## src/rtl/ccr_branch_unit.sv

```systemverilog
// Architectural condition-code register (Z/N/C) with jump evaluation, taken-jump flag clearing
// and a LIFO shadow stack for interrupt save/RTI. Optional macro: FLAG_BYPASS_EN.
module ccr_branch_unit #(
  parameter int         DEPTH     = 4,
  parameter logic [2:0] RESET_CCR = 3'b000,
  localparam int        LVL_W     = $clog2(DEPTH + 1)
) (
  input  logic             clk,
  input  logic             rst,
  input  logic [2:0]       alu_flag,
  input  logic [2:0]       flag_we,
  input  logic             jmp_valid,
  input  logic [1:0]       jmp_cond,
  input  logic             int_save,
  input  logic             rti_restore,
  output logic [2:0]       ccr,
  output logic             branch_taken,
  output logic [LVL_W-1:0] stack_level,
  output logic             stack_ovf,
  output logic             stack_unf
);

  localparam int               IDX_W      = (DEPTH > 1) ? $clog2(DEPTH) : 1;
  localparam logic [LVL_W-1:0] FULL_LEVEL = LVL_W'(DEPTH);

  logic [2:0]       stack_mem [DEPTH];
  logic [2:0]       written;
  logic [2:0]       eff;
  logic [2:0]       clr;
  logic [2:0]       ccr_upd;
  logic             stack_empty;
  logic             stack_full;
  logic             do_push;
  logic             do_pop;
  logic [IDX_W-1:0] push_idx;
  logic [IDX_W-1:0] top_idx;

  assign written = (flag_we & alu_flag) | (~flag_we & ccr);

`ifdef FLAG_BYPASS_EN
  // Jumps resolving alongside the flag-producing op see the new flags.
  assign eff = written;
`else
  assign eff = ccr;
`endif

  // NOTE: every variable assigned in always_comb gets a default first, so no latch is inferred.
  always_comb begin
    branch_taken = 1'b0;
    if (jmp_valid) begin
      case (jmp_cond)
        2'b00:   branch_taken = eff[0];
        2'b01:   branch_taken = eff[1];
        2'b10:   branch_taken = eff[2];
        default: branch_taken = 1'b1;
      endcase
    end
  end

  // Only the tested flag is cleared, and only when its jump is taken; JMP clears nothing.
  assign clr     = {3{branch_taken}} & {jmp_cond == 2'b10, jmp_cond == 2'b01, jmp_cond == 2'b00};
  assign ccr_upd = written & ~clr;

  assign stack_empty = (stack_level == '0);
  assign stack_full  = (stack_level == FULL_LEVEL);
  assign do_pop      = rti_restore && !stack_empty;
  assign do_push     = int_save && !rti_restore && !stack_full;
  assign push_idx    = stack_level[IDX_W-1:0];
  assign top_idx     = IDX_W'(stack_level - 1'b1);

  // NOTE: shadow entries carry no reset; stack_level alone marks which entries are valid.
  always_ff @(posedge clk) begin
    if (do_push) stack_mem[push_idx] <= ccr;
  end

  // NOTE: sequential state uses non-blocking assignments so every register sees pre-edge values.
  always_ff @(posedge clk) begin
    if (rst) begin
      ccr         <= RESET_CCR;
      stack_level <= '0;
      stack_ovf   <= 1'b0;
      stack_unf   <= 1'b0;
    end else begin
      ccr <= do_pop ? stack_mem[top_idx] : ccr_upd;
      if (do_pop)       stack_level <= stack_level - 1'b1;
      else if (do_push) stack_level <= stack_level + 1'b1;
      if (int_save && !rti_restore && stack_full) stack_ovf <= 1'b1;
      if (rti_restore && stack_empty)             stack_unf <= 1'b1;
    end
  end

endmodule

```

## config.mk

```make
export PLATFORM = sky130hd
export DESIGN_NAME = ccr_branch_unit
export DESIGN_NICKNAME = d
export VERILOG_FILES = /design/src/rtl/ccr_branch_unit.sv
export SDC_FILE = /design/constraint.sdc
export NUM_CORES = 1
export LEC_CHECK = 0
export CAP_MARGIN = 10
export CORE_MARGIN = 2
export CORE_UTILIZATION = 52
export DETAILED_ROUTE_END_ITERATION = 12
export GPL_TIMING_DRIVEN = 0
export PLACE_DENSITY = 0.8
export SLEW_MARGIN = 0
export SYNTH_ARGS = -nofsm -noshare
export SYNTH_HDL_FRONTEND = slang
export SYNTH_SLANG_ARGS = --single-unit
export TNS_END_PERCENT = 20
```

## constraint.sdc

```tcl
create_clock -name clk -period 3.7 [get_ports clk]
set_clock_uncertainty 0.15 [all_clocks]
set_input_delay 0.37 -clock clk [delete_from_list [all_inputs] [get_ports clk]]
set_output_delay 0.37 -clock clk [all_outputs]
set_load 0.03 [all_outputs]
```

Yosys cells after proc, flatten, opt, wreduce, memory -nomap -nowiden
Memories as Yosys holds them, arrays and structs flattened.
Index checks and enable logic that the tools add are counted.
Operators by class
  add/sub/neg operators: 2
  equal/unequal tests: 3
  muxes and demuxes: 7
  bitwise gates (word level): 7
  reductions and logical operators: 11
Operators by type and width (count)
  $and A3 B3 Y3: 4
  $mux W3: 3
  $not A3 Y3: 2
  $logic_and A1 B1 Y1: 5
  $add A3 B1 Y3 const B: 1
  $eq A3 B3 Y1 const B: 1
  $logic_not A1 Y1: 3
  $logic_not A3 Y1: 1
  $mux W1: 3
  $or A3 B3 Y3: 1
  $pmux W1 S3: 1
  $sub A3 B1 Y3 const B: 1
  $eq A2 B1 Y1 const B: 1
  $eq A2 B2 Y1 const B: 1
  $logic_not A2 Y1: 1
  $reduce_bool A2 Y1: 1
Storage, ports and cells
  register bits after elaboration: 8
  RAM bits: 12
  input port bits: 13
  output and inout port bits: 9
  logic and storage cells: 35
  memories: 1
Memories
  stack_mem: words 4, width 3, read ports 1, clocked after Yosys merged registers in 0, wr ports 1, line 26  | logic [2:0] stack_mem [DEPTH];

Logic depth before layout (Yosys ltp)
  depth in word-level cells: 7
  mapped depth: 6
  gate-level depth less buffers: 6

Worst setup path after synthesis
Ideal clock, no wire load.
  kind: register to register
  start point: register stack_level[0]
  end point: register stack_level[1]
  setup time: 0.079 ns
  arrival time: 1.852 ns
  data required time: 3.471 ns
  path slack: 1.618 ns
  stages on the path, launching flop included: 6
  path buffers: 0
  clock period less this slack: 2.082 ns
  cell sequence: dfxtp_1 > inv_1 > ha_1 > a21oi_2 > mux2_4 > a211oi_2
Between the ends
  word-level cells in the longest chain between the ends: 4
  elaborated cells on any way between the ends: 11
  those cells by class: 2 x add/sub; 1 x eq/ne; 2 x mux; 6 x reduce/logical
RTL lines
  start, declared: line 18  | output logic [LVL_W-1:0] stack_level,
  start signal, assigned: line 85  | if (do_pop) stack_level <= stack_level - 1'b1;
  start signal, assigned: line 86  | else if (do_push) stack_level <= stack_level + 1'b1;
  parallel branches: the longest is 4 deep, another holds $add A3 B1 Y3
Several ways; the timed one is not identified. The select of a mux whose other input is x is not followed.
A chain may end at the register's enable or synchronous reset.

Worst setup path after layout
  start point: input port jmp_cond[0]
  end point: output port branch_taken
Between the ends
  word-level cells in the longest chain between the ends: 3
  elaborated cells on any way between the ends: 5
  those cells by class: 2 x eq/ne; 2 x mux; 1 x reduce/logical
RTL lines
  start, declared: line 13  | input logic [1:0] jmp_cond,
  $eq A2 B2 Y1, or another cell as far along: line 51  | case (jmp_cond)
  $pmux W1 S3 (*): line 51
  $mux W1 (*): line 50  | if (jmp_valid) begin
  end, declared: line 17  | output logic branch_taken,
Every way passes the cells marked *; elsewhere a longest branch is shown, timed or not.

==> out/summary.txt <==
RUN STATUS
---------------------------------------------------------------------------------
Status                                                               complete, no violations

FLOORPLANNING
---------------------------------------------------------------------------------
Initial Util                                                                55.9%
Die height                                                                47.3 um
Area of the core region                                              0.00175 mm^2
Die extent in x                                                           47.3 um
Number of top-level design ports                                               22
Overall die area                                                     0.00224 mm^2
Number of rows in the core area                                                15

ROUTE
---------------------------------------------------------------------------------
Number of iterations in the first detailed-routing pass                         4
Number of vias in the routed layout                                           661
DRC violations left                                                             0
Number of vias per cell                                                      5.46
Wire length per cell                                                      15.3 um
Final WL                                                                  1.85 mm
DRC violation total after the first TritonRoute iteration                       8
Routed Antenna Nets                                                             0

CELLS AND AREA
---------------------------------------------------------------------------------
Area of the multi-input gates                                            433 um^2
Most common library cell in the layout ignoring fill and taps        sky130_fd_sc_hd__clkdlybuf4s50_1
Top library cells by usage in the layout, fill and taps aside        sky130_fd_sc_hd__clkdlybuf4s50_1, sky130_fd_sc_hd__edfxtp_1, sky130_fd_sc_hd__dfxtp_1
Ratio of cells with drive above 1 in the final layout                       16.7%
Antenna fix cells                                                               0
Net count, final                                                              115
Area of all sequential standard cells                                    520 um^2
Post-synthesis to final-layout area growth                                  26.4%
FILL cells                                                                    130

TIMING
---------------------------------------------------------------------------------
WHS                                                                      0.269 ns
Final worst path period need                                              2.51 ns
Count of endpoints failing hold in the final timing report                      0
RSZ-0062 raised after global routing                                           no
Final Max Tran Viols                                                            0
Finish-stage setup viols                                                        0
Max frequency                                                             399 MHz
Transition time at the pin with the least slew margin                    0.480 ns
Setup TNS                                                                    0 ns
Final period utilization                                                    67.7%
Rel. slew slack                                                             67.8%

LOGIC SYNTHESIS
---------------------------------------------------------------------------------
Share of the synthesized area in the top cell type                          36.9%
Ranking of synthesized cells by area                                 sky130_fd_sc_hd__edfxtp_1, sky130_fd_sc_hd__dfxtp_1, sky130_fd_sc_hd__mux4_2
Synth Net Count                                                                90
Post-Syn Area per Cell                                                  13.6 um^2
Count of mapped cells out of synthesis                                         72
Register bit count reported by yosys                                           20
Proportion of synthesized chip area in sequential cells                     53.3%
Synthesis warning total                                                         0
Synth unique cells                                                             27
Post-synthesis cell area                                                 976 um^2
Largest area contributor in the netlist                              sky130_fd_sc_hd__edfxtp_1

CLOCK NETWORK
---------------------------------------------------------------------------------
Number of CTS-inserted buffers                                                  3
CTS tree                                                                     done
Latest clock arrival within the worst-skew pair                           0.30 ns
CTS sink count                                                                 20
CTS resizes                                                                     0
Root buffer cell                                                     sky130_fd_sc_hd__clkbuf_4
Number of buffers inserted to repair setup after CTS                            0
Register clock-pin slew on the reported worst setup and hold paths        0.10 ns
Total number of H-tree levels                                                   1
Post-CTS Hold Buffers                                                           0
Buffers from clock root to sink, at most                                        2

MIN PATH
---------------------------------------------------------------------------------
HP Class                                                                   in2reg

CRITICAL PATH
---------------------------------------------------------------------------------
Startpoint Class                                                       input port
Highest cell delay on the worst timing path                               0.66 ns
Crit path DAT                                                             1.99 ns
Most common cell on crit path                                        sky130_fd_sc_hd__clkdlybuf4s50_1
Worst Path Required                                                       3.18 ns
Type of the setup path with the least slack                                in2out
Critical Path, Cell by Cell                                          clkdlybuf4s50_1 -> mux2i_1 -> o21ai_0 -> and2_1 -> clkdlybuf4s50_1
Critical Path Slowest Stage Cell                                     sky130_fd_sc_hd__clkdlybuf4s50_1
Maximum fanout encountered on the critical timing path                          5
Kind of end point of the critical path                                 output pin

GLOBAL ROUTE
---------------------------------------------------------------------------------
First-pass GRT wire length                                                2.90 mm
GR met1 Demand/Resource                                                     24.6%
Leftover overflow at the end of global routing                                  0
Number of antenna violations at the first check in global routing               0
Met2 usage                                                                  31.1%
Top Usage Layer GRT                                                          met2
Pin count of the biggest net entering global routing                           12
Via count of the first global-routing pass                                    650
Total GRT Usage                                                             19.3%
Met3 global-route usage                                                     3.85%

POWER AND IR DROP
---------------------------------------------------------------------------------
Power density relative to cell area                                   714 mW/mm^2
Leakage Power                                                            0.447 nW
Maximum vdd drop                                                         0.588 mV

PLACEMENT
---------------------------------------------------------------------------------
DP HPWL                                                                   1.41 mm
Quantity of I/O buffers inserted on ports                                      20
Final weighted congestion in routability-driven placement                   0.669

FLOW RUN
---------------------------------------------------------------------------------
Max-capacitance violation count                                                 0

synthesized netlist by cell type:
cell and instances:
sky130_fd_sc_hd__a21oi_2 1, sky130_fd_sc_hd__edfxtp_1 12, sky130_fd_sc_hd__ha_1 5, sky130_fd_sc_hd__mux4_2 3, sky130_fd_sc_hd__mux2i_1 2, sky130_fd_sc_hd__nand4b_1 2
sky130_fd_sc_hd__a211oi_2 1, sky130_fd_sc_hd__dfxtp_1 8, sky130_fd_sc_hd__nor2b_1 1, sky130_fd_sc_hd__nor3_1 1, sky130_fd_sc_hd__mux2_2 2, sky130_fd_sc_hd__a22o_1 1
sky130_fd_sc_hd__a21oi_1 3, sky130_fd_sc_hd__a22oi_2 1, sky130_fd_sc_hd__inv_1 5, sky130_fd_sc_hd__nor3b_1 1, sky130_fd_sc_hd__or3_1 1, sky130_fd_sc_hd__a41oi_1 1
sky130_fd_sc_hd__o21ai_0 3, sky130_fd_sc_hd__a31oi_1 1, sky130_fd_sc_hd__nand2b_4 2, sky130_fd_sc_hd__and2_4 1, sky130_fd_sc_hd__mux2_4 2, sky130_fd_sc_hd__nor2_1 5
sky130_fd_sc_hd__a32o_1 2, sky130_fd_sc_hd__and2_1 4, sky130_fd_sc_hd__buf_1 1
per-layer routing:
layer | routed length [um] | vias to the layer above
met5 | 0 | -
met2 | 949 | 13
met4 | 21 | 0
met3 | 45 | 4
li1 | - | 321
met1 | 832 | 323
per-stage QoR:
stage | power (mW) | area [um^2] | instances | worst slack, ns | utilization, %
finish | 0.881 | 1230 | 121 | 1.19 | 70.7
detailed placement | 0.779 | 1210 | 117 | 1.22 | 69.2
floorplan | 0.639 | 976 | 72 | 1.62 | -
CTS | 0.886 | 1230 | 121 | 1.20 | 70.7
global placement | 0.764 | 1210 | 117 | 1.24 | 69.2
global route | 0.933 | 1230 | 121 | 1.13 | 70.7
kinds of logic (layout without fill, tap and decap cells):
group | Yosys count | count (layout) | synth area share, %
muxes | 9 | 9 | 14.4
DFF | 20 | 20 | 53.3
AOI/OAI and AO/OA | 14 | 14 | 11.0
adders and majority gates | 5 | 5 | 6.41
and+or+nand+nor | 18 | 18 | 12.6
buffers and inverters | 6 | 30 | 2.31
sequential cells by signal, indices dropped and copies added (netlist names):
name         count
ccr              3
stack_mem       12
stack_ovf        1
stack_level      3
stack_unf        1
cell type report:
| type | instances | share of cell area, % |
|---|---|---|
| buffer | 1 | 0.304 |
| clock buffer | 4 | 2.13 |
| inverter | 5 | 1.52 |
| multi-input combinational | 46 | 35.1 |
| sequential | 20 | 42.2 |
| tap | 25 | 2.54 |
| timing repair buffer | 20 | 16.2 |
power breakdown:
group	switching [mW]	internal [mW]	total (mW)	leakage, nW
sequential	0.0562	0.296	0.352	0.177
clock	0.0678	0.0420	0.110	0.0150
combinational	0.216	0.203	0.419	0.254
path summary, 6_finish.rpt:
check / start / depth (start not counted) / slack (ns) / end
worst max-delay path: jmp_cond[0] / 5 / 1.19 / branch_taken
worst min-delay path: rst / 2 / 0.27 / stack_unf
worst max register to register: stack_level[0] / 5 / 1.60 / stack_level[1]
worst min register to register: stack_unf / 2 / 0.33 / stack_unf
critical path, delay by kind of cell:
| family | cells | cell delay (ns) |
|---|---|---|
| buffers and inverters | 2 | 1.23 |
| muxes | 1 | 0.10 |
| and+or+nand+nor | 1 | 0.14 |
| AOI/OAI and AO/OA | 1 | 0.15 |
Power figures use the tool's default switching activity.
